==> config.mk <==
export PLATFORM = sky130hd
export DESIGN_NAME = rv_alu_arb
export DESIGN_NICKNAME = d
export VERILOG_FILES = /design/src/rtl/rv_alu_arb.sv
export SDC_FILE = /design/constraint.sdc
export NUM_CORES = 1
export LEC_CHECK = 0
export CAP_MARGIN = 25
export CORE_UTILIZATION = 40
export DETAILED_ROUTE_END_ITERATION = 7
export HOLD_SLACK_MARGIN = 0.02
export PLACE_DENSITY_LB_ADDON = 0.3
export SETUP_SLACK_MARGIN = 0.02
export SYNTH_ARGS = -nofsm -noshare
export SYNTH_HDL_FRONTEND = slang
export SYNTH_SLANG_ARGS = --single-unit
==> constraint.sdc <==
create_clock -name i_clk -period 7 [get_ports i_clk]
set_input_delay 1.75 -clock i_clk [delete_from_list [all_inputs] [get_ports i_clk]]
set_output_delay 1.75 -clock i_clk [all_outputs]
set_load 0.03 [all_outputs]
==> src/rtl/rv_alu_arb.sv <==
// rv_alu_arb: two-requester front end for a single shared ALU.
//
// A granted requester's operands and control code are latched and driven to
// the ALU. The ALU result and zero flag are captured one cycle later and held
// for the owning requester until that requester consumes them. Only one
// operation is in flight at a time.
//
// Configuration macro RV_ALU_ARB_RR_EN:
//   defined   - round-robin grant when both requesters are valid.
//   undefined - fixed priority, requester 0 wins.
//
// Ports:
//   i_clk, i_reset               clock, asynchronous active-high reset
//   i_reqN_valid / o_reqN_ready  request handshake, N = 0,1
//   i_reqN_src_a/_src_b/_ctrl    request operands and ALU control code
//   o_alu_src_a/_src_b/_ctrl     operands to the shared ALU
//   i_alu_result, i_alu_zero     combinational ALU outputs
//   o_rspN_valid / i_rspN_ready  response handshake, N = 0,1
//   o_rsp_result, o_rsp_zero     captured result, shared by both requesters
//   o_busy                       an operation is in flight
module rv_alu_arb (
    input  logic        i_clk,
    input  logic        i_reset,
    input  logic        i_req0_valid,
    input  logic [31:0] i_req0_src_a,
    input  logic [31:0] i_req0_src_b,
    input  logic [4:0]  i_req0_ctrl,
    output logic        o_req0_ready,
    input  logic        i_req1_valid,
    input  logic [31:0] i_req1_src_a,
    input  logic [31:0] i_req1_src_b,
    input  logic [4:0]  i_req1_ctrl,
    output logic        o_req1_ready,
    output logic [31:0] o_alu_src_a,
    output logic [31:0] o_alu_src_b,
    output logic [4:0]  o_alu_ctrl,
    input  logic [31:0] i_alu_result,
    input  logic        i_alu_zero,
    output logic        o_rsp0_valid,
    input  logic        i_rsp0_ready,
    output logic        o_rsp1_valid,
    input  logic        i_rsp1_ready,
    output logic [31:0] o_rsp_result,
    output logic        o_rsp_zero,
    output logic        o_busy
);

    typedef enum logic [1:0] {IDLE, EXEC, RESP} state_t;

    state_t state, state_nxt;
    logic   owner;
    logic   grant;      // requester selected while idle: 0 or 1
    logic   hs0, hs1;
    logic   owner_rsp_ready;

`ifdef RV_ALU_ARB_RR_EN
    logic   last_winner;  // resets to 1 so the first contended grant goes to 0
`endif

    always_comb begin
        grant = 1'b0;
`ifdef RV_ALU_ARB_RR_EN
        if (i_req0_valid && i_req1_valid)
            grant = ~last_winner;
        else
            grant = i_req1_valid;
`else
        grant = i_req1_valid && !i_req0_valid;
`endif
    end

    assign o_req0_ready = (state == IDLE) && !grant && i_req0_valid;
    assign o_req1_ready = (state == IDLE) &&  grant && i_req1_valid;
    assign hs0          = i_req0_valid && o_req0_ready;
    assign hs1          = i_req1_valid && o_req1_ready;

    // Only the owner's consume strobe matters; the other one is ignored.
    assign owner_rsp_ready = owner ? i_rsp1_ready : i_rsp0_ready;

    assign o_rsp0_valid = (state == RESP) && !owner;
    assign o_rsp1_valid = (state == RESP) &&  owner;
    assign o_busy       = (state != IDLE);

    always_comb begin
        state_nxt = state;
        case (state)
            IDLE:    if (hs0 || hs1) state_nxt = EXEC;
            EXEC:    state_nxt = RESP;
            RESP:    if (owner_rsp_ready) state_nxt = IDLE;
            default: state_nxt = IDLE;
        endcase
    end

    always_ff @(posedge i_clk or posedge i_reset) begin
        if (i_reset)
            state <= IDLE;
        else
            state <= state_nxt;
    end

    always_ff @(posedge i_clk or posedge i_reset) begin
        if (i_reset) begin
            o_alu_src_a  <= '0;
            o_alu_src_b  <= '0;
            o_alu_ctrl   <= '0;
            owner        <= 1'b0;
            o_rsp_result <= '0;
            o_rsp_zero   <= 1'b0;
        end else begin
            if (hs0) begin
                o_alu_src_a <= i_req0_src_a;
                o_alu_src_b <= i_req0_src_b;
                o_alu_ctrl  <= i_req0_ctrl;
                owner       <= 1'b0;
            end else if (hs1) begin
                o_alu_src_a <= i_req1_src_a;
                o_alu_src_b <= i_req1_src_b;
                o_alu_ctrl  <= i_req1_ctrl;
                owner       <= 1'b1;
            end
            if (state == EXEC) begin
                o_rsp_result <= i_alu_result;
                o_rsp_zero   <= i_alu_zero;
            end
        end
    end

`ifdef RV_ALU_ARB_RR_EN
    always_ff @(posedge i_clk or posedge i_reset) begin
        if (i_reset)
            last_winner <= 1'b1;
        else if (hs0 || hs1)
            last_winner <= hs1;
    end
`endif

endmodule

==> out/qor.csv <==
metric,value,unit
status,"complete, no violations",
fin_worst_skew,4.25,ps
grt_max_degree,65,
seqPwrFrac,28.8,%
startpoint_type,primary input,
die_y,110,um
cts_max_level,3,
path_delay_family,buffers and inverters,
slew_headroom,38.2,%
fin_crit_sh,65.7,%
cp_max_fo,10,
cts_sinks,105,
remaining_drc_errors,0,
cts_setup_buffers,0,
clk_latency,340,ps
path_buf_inv,2,
crit_start,i_req0_valid,
cp_slowest_cell,clkdlybuf4s50_1,
start_util,41.0,%
seq_area_frac_synth,56.3,%
ir_worst_vdd,0.309,mV
dpl_worst_slack,2400,ps
seqCellArea,2630,um^2
cts_resized,0,
path_clk_slew,60,ps
cp_cell_sequence,buf_2 -> nor3b_4 -> clkdlybuf4s50_1,
synth_top_area_share,56.3,%
setup_viol,0,
io_pins,284,
synth_seq_cells,105,
cts_buffers,9,
synthCells,390,
syn_nets,567,
syn_area,4660,um^2
path_class,in -> out,
internal_power,0.00222,W
wl_per_cell,18.9,um
die_x,110,um
clock-root-buffer,clkbuf_16,
r2r_start,state[1],
areaGrowthSynthToFinish,70.4,%
crit_required,5250,ps
post-synth-top-area-cell,dfrtp_1,
drv_cap,0,
max_freq,0.218,GHz
clk_path_buf_depth,2,
tritoncts,built,
power_density,480,nW/um^2
ff2ff_setup_slack,5330,ps
worst_setup_path_end_kind,primary output,
p_clk_share,15.6,%
antenna_found_initial,0,
gp_congestion,0.797,
leakagePower,3.12,nW
vias,4409,
routed_wl,15.1,mm
r2r_cells,5,
hold_viol_final,0,
cts_hold_buf,0,
grt_pass1_vias,4486,
place_hpwl,10.7,mm
diodes,0,
grt.overflow.total,0,
drt-initial-drc-count,250,
worstMarginPinSlew,924,ps
portBuffers,283,
layout_min_cycle_time,4600,ps
rr_endpoint,o_alu_src_b[20],
viasPerCell,5.50,
holdCritPathClass,reg -> reg,
multi_input_area,1850,um^2
swShare,41.9,%
drive_above_1_share,5.62,%
yosysWarnings,0,
p_comb_share,55.6,%
nNetsFinal,830,
fin_ws,2400,ps
num_rows,39,
core-area,11400,um^2
fin_setup_tns,0,ps
fill_cells,848,
grtUsageTotal,24.6,%
crit_arrival,2850,ps
synth.area.top_cells,"dfrtp_1 (56%), a22oi_1 (11%), o2bb2ai_1 (7.5%)",
avgSynthCellArea,12.0,um^2
ys_types,20,
power_switching,0.00160,W
slowest_delay,690,ps
drt-pass1-iter-count,4,
rsz0062_at_grt,false,
crit_cells,3,
dieArea,12100,um^2
endpoint,o_req0_ready,
drtAntennaViolNets,0,
final-max-slew-violation-count,0,
grt_pass1_wl,22.4,mm
## layout by cell type, fill, tap and decap left out
cell type,instances
a21oi_1,1
a22oi_1,69
a31oi_1,29
buf_12,2
buf_2,2
buf_4,6
bufinv_16,3
clkbuf_16,9
clkbuf_8,3
clkdlybuf4s50_1,281
clkinvlp_4,1
dfrtp_1,105
inv_1,2
inv_2,1
inv_4,1
mux2_1,29
mux2_2,5
nand2_1,1
nand2b_1,2
nor2_1,3
nor2_2,1
nor2b_1,29
nor2b_4,1
nor3b_4,1
o21ai_0,21
o21ai_1,9
o21ai_4,1
o2bb2ai_1,40
## sequential cells by signal, summed over array words and instances (netlist names)
name          flops
o_alu_src_b      32
o_alu_ctrl        5
state             2
o_alu_src_a      32
o_rsp_result     32
owner             1
o_rsp_zero        1
## power by group through the flow
stage | combinational [W] | clock (W) | sequential, W
2_1_floorplan | 0.000639 | 0 | 0.00167
3_3_place_gp | 0.00206 | 0 | 0.00109
3_5_place_dp | 0.00211 | 0 | 0.00111
4_1_cts | 0.00213 | 0.000609 | 0.00110
5_1_grt | 0.00224 | 0.000629 | 0.00114
6_report | 0.00212 | 0.000595 | 0.00110
## layout make-up
class,count,area share [%]
flip-flops and latches,105,33.1
repair buffers,291,36.6
multi-input cells,242,23.3
inverters,4,0.220
clock inverters,4,1.23
well taps,143,2.25
clock buffers,12,3.35
## kinds of logic (layout without fill, tap and decap cells)
logic type             after synthesis  after routing  synth area share [%]
and+or+nand+nor                     38             38                  5.02
AOI/OAI and AO/OA                  170            170                  25.9
DFF                                105            105                  56.3
buffers and inverters               43            311                  4.48
muxes                               34             34                  8.21
## synth_stat cells
cell,instances
buf_2,20
mux2_1,29
dfrtp_1,105
nor3b_2,1
a21oi_1,1
nand2_1,1
inv_2,1
o21ai_1,10
o21ai_0,21
nor2b_1,30
buf_6,3
o2bb2ai_1,40
nor2_2,1
a22oi_1,69
clkbuf_1,16
a31oi_1,29
mux2_2,5
nor2_1,3
nand2b_1,2
inv_1,3
## routing by layer
metal | part of all wire, % | vias to the layer above | global-route usage [%] | routed length [um]
li1 | - | 2013 | - | -
met1 | 36 | 2142 | 27.0 | 5420
met2 | 50 | 216 | 42.4 | 7600
met3 | 10 | 38 | 8.47 | 1540
met4 | 3.6 | 0 | 11.9 | 539
met5 | 0 | - | 0 | 0
## worst min path at each step
stage,endpoint,from,slack (ps),depth (start not counted)
after CTS,o_alu_src_a[4],o_alu_src_a[4],490,1
after global routing,o_rsp_result[4],o_rsp_result[4],500,1
after detailed placement,o_alu_src_a[4],o_alu_src_a[4],470,1
after global placement,o_alu_src_b[4],o_alu_src_b[4],470,1
final,o_rsp_result[4],o_rsp_result[4],490,1
after floorplan,owner,owner,530,2
## through the flow
stage | hold WS, ps | util [%] | instances | area (um^2) | power (W)
after floorplan | 535 | - | 390 | 4660 | 0.00231
after global placement | 472 | 66.3 | 783 | 7540 | 0.00314
after detailed placement | 474 | 66.5 | 784 | 7560 | 0.00322
after CTS | 494 | 69.7 | 800 | 7930 | 0.00384
after global routing | 498 | 69.9 | 801 | 7950 | 0.00401
final | 490 | 69.9 | 801 | 7950 | 0.00382
(Power assumes the default switching activity.)
